[config.mk]
export PLATFORM = sky130hd
export DESIGN_NAME = hazard_src_pipe
export DESIGN_NICKNAME = d
export VERILOG_FILES = /design/src/rtl/hazard_src_pipe.sv
export SDC_FILE = /design/constraint.sdc
export NUM_CORES = 1
export LEC_CHECK = 0
export BUFFER_PORTS_ARGS = -buffer_cell sky130_fd_sc_hd__buf_2
export CAP_MARGIN = 25
export CORE_MARGIN = 2
export CORE_UTILIZATION = 56
export CTS_BUF_LIST = sky130_fd_sc_hd__clkbuf_8
export DETAILED_ROUTE_END_ITERATION = 6
export PLACE_DENSITY = 0.92
export SYNTH_ARGS = -nofsm -noshare
export SYNTH_HDL_FRONTEND = slang
export SYNTH_SLANG_ARGS = --single-unit
[constraint.sdc]
create_clock -name clk -period 1.92 [get_ports clk]
set_input_delay 0.192 -clock clk [delete_from_list [all_inputs] [get_ports clk]]
set_output_delay 0.192 -clock clk [all_outputs]
set_load 0.005 [all_outputs]
[src/rtl/hazard_src_pipe.sv]
// Purpose: ID/EX/MEM instruction tracker that raises hazard flags for the hazard control unit.
// Latency: accepted at edge N -> EX after N+1, MEM after N+2, retire_valid after N+3.
// Backpressure: in_ready drops for any stall_i/flush_i cycle; stall holds ID, flush empties ID and EX.
module hazard_src_pipe #(
    parameter int REG_W = 3,
    parameter int CNT_W = 8
) (
    input  logic             clk,
    input  logic             rst_n,
    input  logic             in_valid,
    output logic             in_ready,
    input  logic [1:0]       in_op,
    input  logic [REG_W-1:0] in_rd,
    input  logic [REG_W-1:0] in_rs,
    input  logic             in_pred,
    input  logic             in_taken,
    input  logic             stall_i,
    input  logic             flush_i,
    output logic             haz_data,
    output logic             haz_str,
    output logic             haz_ctrl,
    output logic             haz_branch,
    output logic             haz_fwrd,
    output logic             haz_crct,
    output logic             retire_valid,
    output logic [REG_W-1:0] retire_rd,
    output logic [CNT_W-1:0] stall_cnt,
    output logic [CNT_W-1:0] flush_cnt
);

    localparam logic [1:0] OP_ALU    = 2'b00;
    localparam logic [1:0] OP_LOAD   = 2'b01;
    localparam logic [1:0] OP_STORE  = 2'b10;
    localparam logic [1:0] OP_BRANCH = 2'b11;

    localparam logic [CNT_W-1:0] CNT_MAX = {CNT_W{1'b1}};

    // One pipeline stage worth of instruction state.
    typedef struct packed {
        logic             valid;
        logic [1:0]       op;
        logic [REG_W-1:0] rd;
        logic [REG_W-1:0] rs;
        logic             pred;
        logic             taken;
    } stage_t;

    localparam stage_t BUBBLE = '0;

    stage_t id_q;
    stage_t ex_q;
    stage_t mem_q;
    stage_t in_stage;
    stage_t id_nxt;
    stage_t ex_nxt;

    // Set on the first clock edge after reset release; gates acceptance.
    logic run_q;
    logic stall_only;

    // A writer is a valid ALU or LOAD targeting a non-zero register.
    function automatic logic is_writer(input stage_t s);
        return s.valid && (s.op == OP_ALU || s.op == OP_LOAD) && (s.rd != '0);
    endfunction

    function automatic logic is_mem_op(input stage_t s);
        return s.valid && (s.op == OP_LOAD || s.op == OP_STORE);
    endfunction

    // Handshake: flush dominates stall; either one refuses new work.
    always_comb begin
        stall_only = stall_i & ~flush_i;
        in_ready   = run_q & ~stall_i & ~flush_i;
    end

    // Capture the offered instruction; rd is zeroed for ops that write nothing
    // so the writer test and retire_rd never see a stale destination.
    always_comb begin
        in_stage = BUBBLE;
        if (in_valid && in_ready) begin
            in_stage.valid = 1'b1;
            in_stage.op    = in_op;
            in_stage.rd    = (in_op == OP_ALU || in_op == OP_LOAD) ? in_rd : '0;
            in_stage.rs    = in_rs;
            in_stage.pred  = in_pred;
            in_stage.taken = in_taken;
        end
    end

    // Next-state for ID and EX; MEM always takes EX so a flushing branch completes.
    always_comb begin
        id_nxt = in_stage;
        ex_nxt = id_q;
        if (flush_i) begin
            id_nxt = BUBBLE;
            ex_nxt = BUBBLE;
        end else if (stall_only) begin
            id_nxt = id_q;
            ex_nxt = BUBBLE;
        end
    end

    // Pipeline stage registers and run flag.
    always_ff @(posedge clk or negedge rst_n) begin
        if (!rst_n) begin
            run_q <= 1'b0;
            id_q  <= BUBBLE;
            ex_q  <= BUBBLE;
            mem_q <= BUBBLE;
        end else begin
            run_q <= 1'b1;
            id_q  <= id_nxt;
            ex_q  <= ex_nxt;
            mem_q <= ex_q;
        end
    end

    // Retire port: registered copy of whatever leaves MEM.
    always_ff @(posedge clk or negedge rst_n) begin
        if (!rst_n) begin
            retire_valid <= 1'b0;
            retire_rd    <= '0;
        end else begin
            retire_valid <= mem_q.valid;
            retire_rd    <= mem_q.valid ? mem_q.rd : '0;
        end
    end

    // Saturating event counters; flush cycles are never counted as stalls.
    always_ff @(posedge clk or negedge rst_n) begin
        if (!rst_n) begin
            stall_cnt <= '0;
            flush_cnt <= '0;
        end else begin
            if (stall_only && stall_cnt != CNT_MAX) begin
                stall_cnt <= stall_cnt + 1'b1;
            end
            if (flush_i && flush_cnt != CNT_MAX) begin
                flush_cnt <= flush_cnt + 1'b1;
            end
        end
    end

    // Hazard flags decode registered stage state only, so no input reaches them.
    always_comb begin
        logic ex_hit;
        logic mem_hit;
        ex_hit     = is_writer(ex_q) && (ex_q.rd == id_q.rs);
        mem_hit    = is_writer(mem_q) && (mem_q.rd == id_q.rs);
        haz_data   = id_q.valid && (id_q.rs != '0) && (ex_hit || mem_hit);
        // A load still in EX has no data yet, so that dependency cannot be forwarded.
        haz_fwrd   = haz_data && !(ex_hit && ex_q.op == OP_LOAD);
        haz_str    = is_mem_op(id_q) && is_mem_op(mem_q);
        haz_ctrl   = ex_q.valid && (ex_q.op == OP_BRANCH);
        haz_branch = haz_ctrl && ex_q.pred;
        haz_crct   = !haz_ctrl || (ex_q.pred == ex_q.taken);
    end

endmodule

# ---- Word-level counts from Yosys, hierarchy flattened
# Index checks and enable logic that the tools add are counted.
# W data, S select, Z words.
dict set report word_totals {
  output_inout_bits 27
  elab_cells 79
  input_bits 15
  reg_bits 46
}
dict set report op_classes {
  eq_ne 13
  muxes 7
  n_reduce_logical 33
  bitwise 5
  addsub 2
}
# op n
set ops {}
lappend ops {{$mux W11} 5}
lappend ops {{$logic_and A1 B1 Y1} 18}
lappend ops {{$add A8 B1 Y8 const B} 2}
lappend ops {{$ne A8 B8 Y1 const B} 2}
lappend ops {{$reduce_bool A3 Y1} 3}
lappend ops {{$eq A2 B1 Y1 const B} 4}
lappend ops {{$logic_or A1 B1 Y1} 7}
lappend ops {{$eq A2 B2 Y1 const B} 3}
lappend ops {{$eq A3 B3 Y1} 2}
lappend ops {{$logic_not A2 Y1} 3}
lappend ops {{$mux W3} 2}
lappend ops {{$and A1 B1 Y1} 3}
lappend ops {{$logic_not A1 Y1} 2}
lappend ops {{$ne A2 B2 Y1 const B} 1}
lappend ops {{$not A1 Y1} 2}
lappend ops {{$eq A1 B1 Y1} 1}

# ---- Logic depth before layout (Yosys ltp)
# Gate-level depths: netlist of run 1.
dict set report logic_depth {
  word_depth 8
  ltp_mapped 7
  mapped_depth_nobuf 7
}

# ---- Least setup slack after synthesis of run 1
# OpenSTA, ideal clock, no wires.
dict set report synth_timing {
  path_kind {register to output}
  startpoint {reg id_q[4] (netlist name)}
  endpoint {out haz_fwrd}
  path_slack_ps 231
  arrival_ps 1497
  path_stages_with_launch 7
  cell_sequence {dfrtp_1 > buf_4 > or3b_1 > a211oi_1 > o21ai_1 > mux2_1 > nor2_1}
}
dict set report synth_between {
  elab_chain_len 5
  elab_cells_between_ends 11
}
# item line
set synth_rtl {}
lappend synth_rtl {{from (decl)} 50} ;# stage_t id_q;
lappend synth_rtl {{from (signal assigned)} 112} ;# id_q <= id_nxt;
lappend synth_rtl {{$eq A3 B3 Y1 (on tied branches)} {148, 149}}
lappend synth_rtl {{$logic_and A1 B1 Y1 (on tied branches)} {148, 149}}
lappend synth_rtl {{$logic_or A1 B1 Y1 or $logic_and A1 B1 Y1 (tied branches)} {150, 152}}
lappend synth_rtl {{$logic_and A1 B1 Y1 or $logic_not A1 Y1 (tied branches)} {150, 152}}
lappend synth_rtl {{$logic_and A1 B1 Y1 (*)} 152} ;# haz_fwrd = haz_data && !(ex_hit && ex_q.op == OP_LOAD);
lappend synth_rtl {{to (decl)} 23} ;# output logic haz_fwrd,
# Mark *: on every way between the ends. The rest lies on a longest branch, timed or not.

# ---- Worst setup path in the final report of run 1
dict set report layout_timing {
  startpoint {reg id_q[2] (netlist name)}
  endpoint {out haz_fwrd}
}
# The elaborated chain is that of the path after synthesis.

==> results of run 1 <==
[report_power, final]
part,internal [W],switching (W)
sequential,0.00111,0.000191
combinational,0.000260,0.000223
clock,0.000383,0.000311
[Yosys cell counts (all sizes together), types with 2 or more instances]
master and n:
a211oi 2, a21oi 6, a22o 10, a31oi 2, and2 14, and3 6, buf 3, dfrtp 46
ha 4, inv 2, mux2 4, mux2i 2, nand2 9, nand3 6, nand4 5, nor2 9
nor2b 2, o21ai 5, or3b 2, xnor2 9, xor2 5
[worst max-delay path, stage by stage, from the launching register on]
cell	delay, ns
dfrtp_1	0.39
or3b_1	0.39
a211oi_2	0.21
o21ai_2	0.11
mux2_4	0.30
nor2_1	0.08
buf_2	0.11
[cells in the final DEF (no fill, tap or decap), types with 2 or more instances in the layout]
cell / count
mux2_2: 3
inv_1: 2
ha_1: 4
a211oi_2: 2
xnor2_1: 9
nand3_1: 6
or3b_1: 2
a22o_1: 10
xor2_1: 5
a21oi_1: 5
nand2_1: 9
buf_4: 10
a31oi_1: 2
clkbuf_8: 5
dfrtp_1: 46
clkinv_2: 2
mux2i_1: 2
nor2_1: 9
o21ai_0: 3
nor2b_1: 2
and3_1: 6
and2_1: 14
nand4_1: 5
buf_2: 41
[registers in the layout, summed over array words and instances, names as in the netlist]
| signal | flops |
|---|---|
| id_q | 11 |
| ex_q | 8 |
| flush_cnt | 8 |
| stall_cnt | 8 |
| mem_q | 6 |
| retire_rd | 3 |
| retire_valid | 1 |
| run_q | 1 |
[how the worst max path moves through the flow]
stage / startpoint / endpoint / slack, ns / cells past startpoint
after global routing: id_q[4]$_DFFE_PN0P_ / haz_fwrd / -0.27 / 6
after global placement: ex_q[5]$_DFF_PN0_ / haz_fwrd / 0.19 / 6
after detailed placement: id_q[4]$_DFFE_PN0P_ / haz_fwrd / 0.14 / 6
after floorplan: id_q[4]$_DFFE_PN0P_ / haz_fwrd / 0.23 / 6
final: id_q[2]$_DFFE_PN0P_ / haz_fwrd / -0.17 / 6
after CTS: id_q[2]$_DFFE_PN0P_ / haz_fwrd / -0.18 / 6
[layer usage]
metal  vias to the layer above  GRT usage  share of wire
met5                         -          0              0
met4                         0     0.0556          0.014
met3                         6     0.0811          0.063
met2                        35      0.359           0.52
met1                       677      0.236           0.41
li1                        674          -              -
[cell families after synthesis]
| logic type | Yosys count | synth area share |
|---|---|---|
| AO/OA/AOI/OAI | 28 | 0.102 |
| adder cells (fa/ha/maj) | 4 | 0.0259 |
| AND/OR/NAND/NOR | 56 | 0.162 |
| buffers and inverters | 6 | 0.0149 |
| multiplexers | 6 | 0.0337 |
| flip-flops | 46 | 0.596 |
| other | 1 | 0.00194 |
| XOR/XNOR | 14 | 0.0635 |
[cell type report]
type,count,area [µm²]
clock inverters,3,40.0
inverters,2,7.51
multi-input cells,109,768
clock buffers,5,68.8
well taps,46,57.6
repair buffers,53,302
flip-flops and latches,46,1150
fillers,258,942
[repair_timing]
item / CTS / global route
setup endpoints to repair: 1 / 2
pin swaps: 1 / 0
hold buffers: 1 / 0
resized for setup: 0 / 5
endpoints found under the hold margin: 28 / 0
buffers inserted: 4 / 1
[stage by stage]
step | utilization | setup TNS [ns] | power (W) | hold WS (ns) | cell area (µm²)
5_1_grt | 0.718 | -0.494 | 0.00264 | 0.104 | 2390
3_5_place_dp | 0.665 | 0 | 0.00181 | 0.247 | 2220
2_1_floorplan | - | 0 | 0.00155 | -0.104 | 1930
3_3_place_gp | 0.665 | 0 | 0.00176 | 0.239 | 2220
6_report | 0.718 | -0.309 | 0.00248 | 0.106 | 2390
4_1_cts | 0.709 | -0.225 | 0.00251 | 0.0984 | 2370
==> impl_metrics.env, run 1 <==
export IMPL_rows=21
export IMPL_grt_max_degree=31
export IMPL_synth_largest_area_cell="dfrtp_1"
export IMPL_critical_path_max_fanout=2
export IMPL_hold_viol=0
export IMPL_setup_viol=2
export IMPL_fin_skew_ns=0.00666
export IMPL_min_period_ns=2.09
export IMPL_drc=0
export IMPL_syn_num_nets=180
export IMPL_numCtsBuffers=5
export IMPL_holdPathEnd="id_q[5]$_DFFE_PN0P_"
export IMPL_die_area_mm2=0.00394
export IMPL_ys_types=33
export IMPL_worstHoldPathCells=2
export IMPL_avgSynthCellArea_um2=12.0
export IMPL_firstDrtPassIters=4
export IMPL_rsz0062_at_grt="true"
export IMPL_synthTopCellsByArea="dfrtp_1, a22o_1, and2_1, xnor2_1, ha_1"
export IMPL_hpwl_um=2770
export IMPL_arrival_ns=1.90
export IMPL_drt_wl_total_um=3690
export IMPL_initial_core_util=0.579
export IMPL_ctsLongestPathBuffers=2
export IMPL_synthArstFlopShare=1.00
export IMPL_core_area_mm2=0.00334
export IMPL_vias_per_cell=5.27
export IMPL_reg2reg_to="flush_cnt[1]$_DFFE_PN0P_"
export IMPL_first_iter_violations=48
export IMPL_ys_ff_latch=46
export IMPL_critPathKind="reg2out"
export IMPL_vdd_drop_max_uv=658
export IMPL_violations="setup timing"
export IMPL_ys_warn_count=0
export IMPL_powerDensity_mw_per_mm2=1040
export IMPL_ant_nets=0
export IMPL_avgRoutedWirePerCell_um=14.0
export IMPL_place_ws_ns=0.137
export IMPL_fmax_mhz=479
export IMPL_end_kind="output pin"
export IMPL_cts_sinks=46
export IMPL_synth_top_area_frac=0.596
export IMPL_final_max_slew_viol_count=0
export IMPL_grt_use_total=0.206
export IMPL_antenna_found_initial=0
export IMPL_synth_edf_count=0
export IMPL_syn2layout_area_growth_pct=24.0
export IMPL_num_io_pins=42
export IMPL_critPathLaunchType="flip-flop"
export IMPL_min_period_over_period=1.09
export IMPL_final_cells=264
export IMPL_grt_pass1_vias=1380
export IMPL_cts_root_buf="clkbuf_8"
export IMPL_timing_final_ws_setup_ns=-0.169
export IMPL_clkTransAtPathRegs_ns=0.08
export IMPL_synth_top_flop_cell="dfrtp_1"
export IMPL_slew_headroom=0.574
export IMPL_seq_area_frac_synth=0.596
export IMPL_overflow=0
export IMPL_grt_pass1_wl_um=6240
export IMPL_worst_r2r_startpoint="flush_cnt[0]$_DFFE_PN0P_"
export IMPL_max_cap_violations=0
export IMPL_htree_levels=2
export IMPL_dieWidth_um=62.7
export IMPL_leakage_nw=1.24
export IMPL_r2r_cells=4
export IMPL_status="finished, violations left"
export IMPL_port_buffers=41
export IMPL_synth_area_mm2=0.00193
export IMPL_diodes=0
export IMPL_gp_congestion=0.798
export IMPL_die_h_um=62.7
export IMPL_syn_instance_count=161
export IMPL_worstMarginPinSlew_ns=0.639
export IMPL_cts_tree="built"
export IMPL_vias=1392
export IMPL_drive_above_1_share=0.317
export IMPL_clock_latency_ns=0.30
export IMPL_dp_cells=250
export IMPL_cp_required_ns=1.73
export IMPL_fin_nets=236
export IMPL_r2r_slack_ns=0.20
export IMPL_worstHoldStart="in_rd[0]"
export IMPL_min_path_type="in2reg"
(Power assumes the default switching activity.)
==> run 2, diff against run 1 <==
- CELL_PAD_IN_SITES_DETAIL_PLACEMENT: unset -> 0
- CELL_PAD_IN_SITES_GLOBAL_PLACEMENT: unset -> 1
- CORE_UTILIZATION: 56 -> 44
- PLACE_DENSITY: 0.92 -> 0.85
==> impl_metrics.env, run 2 (same netlist as run 1, synthesis figures left out) <==
export IMPL_status="finished, violations left"
export IMPL_violations="setup timing"
export IMPL_final_max_slew_viol_count=0
export IMPL_leakage_nw=1.23
export IMPL_rsz0062_at_grt="true"
export IMPL_syn2layout_area_growth_pct=22.4
export IMPL_htree_levels=2
export IMPL_firstDrtPassIters=4
export IMPL_overflow=0
export IMPL_drc=0
export IMPL_hold_viol=0
export IMPL_place_ws_ns=0.169
export IMPL_fillers=391
export IMPL_arrival_ns=1.85
export IMPL_final_cells=268
export IMPL_timing_final_ws_setup_ns=-0.120
export IMPL_cts_root_buf="clkbuf_8"
export IMPL_max_cap_violations=0
export IMPL_clock_latency_ns=0.29
export IMPL_r2r_cells=5
export IMPL_grt_use_total=0.151
export IMPL_cp_required_ns=1.73
export IMPL_powerDensity_mw_per_mm2=993
export IMPL_min_period_over_period=1.06
export IMPL_fmax_mhz=490
export IMPL_port_buffers=41
export IMPL_drive_above_1_share=0.306
export IMPL_crit_start="ex_q[5]$_DFF_PN0_"
export IMPL_drt_wl_total_um=3420
export IMPL_setup_viol=1
export IMPL_most_common_layout_cells="dfrtp_1, buf_2, and2_1"
export IMPL_dieWidth_um=70.3
export IMPL_clkTransAtPathRegs_ns=0.08
export IMPL_hpwl_um=2480
export IMPL_critical_path_max_fanout=4
export IMPL_r2r_slack_ns=0.33
export IMPL_reg2reg_to="flush_cnt[1]$_DFFE_PN0P_"
export IMPL_worstMarginPinSlew_ns=0.559
export IMPL_vdd_drop_max_uv=559
export IMPL_worst_r2r_startpoint="flush_cnt[0]$_DFFE_PN0P_"
export IMPL_grt_pass1_vias=1242
export IMPL_fin_nets=234
export IMPL_critPathKind="reg2out"
export IMPL_cts_tree="built"
export IMPL_min_path_type="in2reg"
export IMPL_slew_headroom=0.628
export IMPL_critPathLaunchType="flip-flop"
export IMPL_fin_skew_ns=0.00313
export IMPL_multi_input_comb_area_um2=767
export IMPL_regArea_mm2=0.00115
export IMPL_ctsLongestPathBuffers=2
export IMPL_end_kind="output pin"
export IMPL_rows=24
export IMPL_die_h_um=70.3
export IMPL_vias_per_cell=4.95
export IMPL_initial_core_util=0.450
export IMPL_diodes=0
export IMPL_crit_path_end="haz_fwrd"
export IMPL_antenna_found_initial=0
export IMPL_avgRoutedWirePerCell_um=12.8
export IMPL_grt_pass1_wl_um=5740
export IMPL_gp_congestion=0.752
export IMPL_num_io_pins=42
export IMPL_dp_cells=256
export IMPL_min_period_ns=2.04
export IMPL_largest_register_ffs=11
export IMPL_final_common_cell="dfrtp_1"
export IMPL_numCtsBuffers=5
export IMPL_grt_max_degree=47
export IMPL_top_register="id_q"
export IMPL_core_area_mm2=0.00429
export IMPL_first_iter_violations=65
export IMPL_ant_nets=0
export IMPL_vias=1327
export IMPL_cts_sinks=46
export IMPL_die_area_mm2=0.00494
==> run 2: through the flow <==
stage	TNS (ns)	power (W)	utilization	area, µm²	hold WS (ns)
floorplan	0	0.00155	-	1930	-0.104
global placement	0	0.00178	0.518	2230	0.314
detailed placement	0	0.00179	0.518	2230	0.309
CTS	-0.157	0.00239	0.547	2350	0.0998
global route	-0.232	0.00253	0.551	2360	0.100
finish	-0.120	0.00235	0.551	2360	0.113
==> run 2: worst min-delay path by stage <==
stage / startpoint / endpoint / depth (start not counted)
after detailed placement: rst_n / retire_rd[2]$_DFF_PN0_ / 2
after floorplan: rst_n / ex_q[0]$_DFF_PN0_ / 0
final: in_rd[1] / id_q[6]$_DFFE_PN0P_ / 2
after global routing: in_pred / id_q[1]$_DFFE_PN0P_ / 2
after CTS: in_pred / id_q[1]$_DFFE_PN0P_ / 2
after global placement: rst_n / retire_rd[2]$_DFF_PN0_ / 2
==> run 2: layout make-up <==
type	instances	area share
Clock buffer	6	0.0349
Tap cell	52	0.0275
Inverter	2	0.00317
Timing Repair Buffer	51	0.120
Multi-Input combinational cell	109	0.324
Clock inverter	2	0.00370
Sequential cell	46	0.487
==> run 2: worst max-delay path: stages, from the launching register on <==
cell and delay, ns:
dfrtp_1 0.41, or3b_1 0.37, a211oi_2 0.21, o21ai_2 0.09, mux2_4 0.31, nor2_2 0.07, buf_2 0.11
==> run 2: routing by layer <==
layer	share of wire	routed length [µm]	vias up	track usage
met4	0.018	62	0	0.0641
met5	0	0	-	0
li1	-	-	667	-
met2	0.46	1580	28	0.230
met1	0.47	1620	628	0.197
met3	0.046	158	4	0.0534
==> run 2: power breakdown <==
| part | internal [W] | switching, W |
|---|---|---|
| clock | 0.000285 | 0.000300 |
| sequential | 0.00111 | 0.000186 |
| combinational | 0.000256 | 0.000206 |
==> run 2: repair_timing <==
action,4_1_cts,5_1_grt
endpoints found under the hold margin,46,0
setup buffers,3,0
hold buffers,1,0
gates resized for setup,0,4
setup endpoints to repair,1,2
==> run 3, diff against run 2 <==
- clock period: 1.92 -> 2.34 ns (I/O delays scaled with it)
==> impl_metrics.env, run 3 (same netlist as run 1, synthesis figures left out) <==
export IMPL_status="finished clean"
export IMPL_min_period_ns=2.18
export IMPL_syn2layout_area_growth_pct=19.7
export IMPL_vias=1308
export IMPL_cts_root_buf="clkbuf_8"
export IMPL_grt_util_met2=0.224
export IMPL_gp_congestion=0.734
export IMPL_hold_viol=0
export IMPL_leakage_nw=1.19
export IMPL_num_io_pins=42
export IMPL_diodes=0
export IMPL_post_cts_repair_setup_buffers=0
export IMPL_largest_register_ffs=11
export IMPL_fmax_mhz=458
export IMPL_worst_r2r_startpoint="flush_cnt[0]$_DFFE_PN0P_"
export IMPL_drive_above_1_share=0.270
export IMPL_top_register="id_q"
export IMPL_fin_skew_ns=0.00671
export IMPL_max_stage_delay_ns=0.46
export IMPL_drt_wl_total_um=3370
export IMPL_worstHoldPathCells=2
export IMPL_grt_use_met1=0.207
export IMPL_regArea_mm2=0.00115
export IMPL_reg2reg_to="flush_cnt[1]$_DFFE_PN0P_"
export IMPL_p_sw_frac=0.298
export IMPL_critPathKind="reg2out"
export IMPL_final_common_cell="dfrtp_1"
export IMPL_holdPathEnd="id_q[3]$_DFFE_PN0P_"
export IMPL_vdd_drop_max_uv=450
export IMPL_fin_util=0.538
export IMPL_r2r_cells=4
export IMPL_drc=0
export IMPL_die_h_um=70.3
export IMPL_placement_cell_area_mm2=0.00221
export IMPL_first_iter_violations=41
export IMPL_switchingPower_w=0.000575
export IMPL_port_buffers=41
export IMPL_powerDensity_mw_per_mm2=835
export IMPL_cts_resized=0
export IMPL_end_kind="output pin"
export IMPL_vias_per_cell=4.97
export IMPL_fillers=398
export IMPL_busiest_layer="met2"
export IMPL_grt_use_total=0.148
export IMPL_power_w=0.00193
export IMPL_cp_required_ns=2.11
export IMPL_critical_path_slowest_cell="dfrtp_1"
export IMPL_ctsLongestPathBuffers=2
export IMPL_fin_nets=229
export IMPL_die_area_mm2=0.00494
export IMPL_rows=24
export IMPL_numCtsBuffers=5
export IMPL_min_path_type="in2reg"
export IMPL_most_common_layout_cells="dfrtp_1, buf_2, and2_1"
export IMPL_critical_path_max_fanout=7
export IMPL_tns_ns=0
export IMPL_multi_input_comb_area_um2=752
export IMPL_path_cells="or3b_1, a211oi_2, o21ai_1, mux2_1, nor2_1, buf_2"
export IMPL_worstHoldStart="in_rs[1]"
export IMPL_antenna_found_initial=0
export IMPL_r2r_slack_ns=0.65
export IMPL_hpwl_um=2560
export IMPL_min_period_over_period=0.933
export IMPL_setup_viol=0
export IMPL_clkTransAtPathRegs_ns=0.08
export IMPL_max_cap_violations=0
export IMPL_p_int_w=0.00136
export IMPL_firstDrtPassIters=4
export IMPL_grt_max_degree=20
export IMPL_avgRoutedWirePerCell_um=12.8
export IMPL_dieWidth_um=70.3
export IMPL_core_area_mm2=0.00429
export IMPL_htree_levels=2
export IMPL_final_max_slew_viol_count=0
export IMPL_grt_pass1_vias=1244
export IMPL_initial_core_util=0.450
export IMPL_critPathLaunchType="flip-flop"
export IMPL_cts_sinks=46
export IMPL_rsz0062_at_grt="false"
export IMPL_ant_nets=0
export IMPL_pwr_share_clk=0.252
export IMPL_seqPwrFrac=0.554
export IMPL_cts_tree="built"
export IMPL_grt_pass1_wl_um=5730
export IMPL_overflow=0
export IMPL_arrival_ns=1.95
export IMPL_clock_latency_ns=0.29
export IMPL_p_comb_frac=0.194
export IMPL_grtUsageMet3=0.0361
export IMPL_finalInstanceArea_mm2=0.00231
run 3: cell types whose count changed in the layout (fill, tap and decap cells not counted), sizes merged:
cell | previous run | this run
buf | 50 | 45
run 3: worst max-delay path by stage:
stage,depth (start not counted),end,start,slack [ns]
after detailed placement,6,haz_fwrd,id_q[2]$_DFFE_PN0P_,0.46
after floorplan,6,haz_fwrd,id_q[4]$_DFFE_PN0P_,0.61
after CTS,6,haz_fwrd,id_q[2]$_DFFE_PN0P_,0.14
after global routing,6,haz_fwrd,id_q[2]$_DFFE_PN0P_,0.06
after global placement,6,haz_fwrd,id_q[2]$_DFFE_PN0P_,0.50
final,6,haz_fwrd,id_q[2]$_DFFE_PN0P_,0.16
run 3: routing by layer:
layer / up-vias / wire length, µm
met5: - / 0
met4: 0 / 43
met3: 6 / 115
met2: 27 / 1570
met1: 617 / 1640
li1: 658 / -
run 3: worst max-delay path, delay by kind of cell (launching register included):
family / cells / cell delay (ns)
flops: 1 / 0.46
mux: 1 / 0.32
simple gates: 2 / 0.49
buf+inv: 1 / 0.11
compound gates: 2 / 0.28
run 3: final cells by class:
type | count | area share
clock buffer | 6 | 0.0357
clock inverter | 2 | 0.00379
inverter | 2 | 0.00325
multi-input combinational | 109 | 0.325
sequential | 46 | 0.498
tap | 52 | 0.0281
timing repair buffer | 46 | 0.106
run 3: per-stage QoR:
step | setup slack (ns) | std cells | hold WS [ns]
after floorplan | 0.609 | 161 | -0.0616
after global placement | 0.501 | 254 | 0.152
after detailed placement | 0.459 | 254 | 0.151
after CTS | 0.139 | 263 | 0.144
after global routing | 0.0555 | 263 | 0.143
final | 0.156 | 263 | 0.150
run 3: what timing repair did:
item	4_1_cts	5_1_grt
setup endpoints to repair	0	0
endpoints found under the hold margin	13	0
hold buffers	1	0
run 3: power groups by stage:
stage / clock network [W] / logic, W / registers, W
finish: 0.000487 / 0.000375 / 0.00107
global route: 0.000532 / 0.000429 / 0.00109
CTS: 0.000506 / 0.000382 / 0.00107
detailed placement: 0 / 0.000381 / 0.00108
global placement: 0 / 0.000377 / 0.00108
floorplan: 0 / 0.000201 / 0.00107
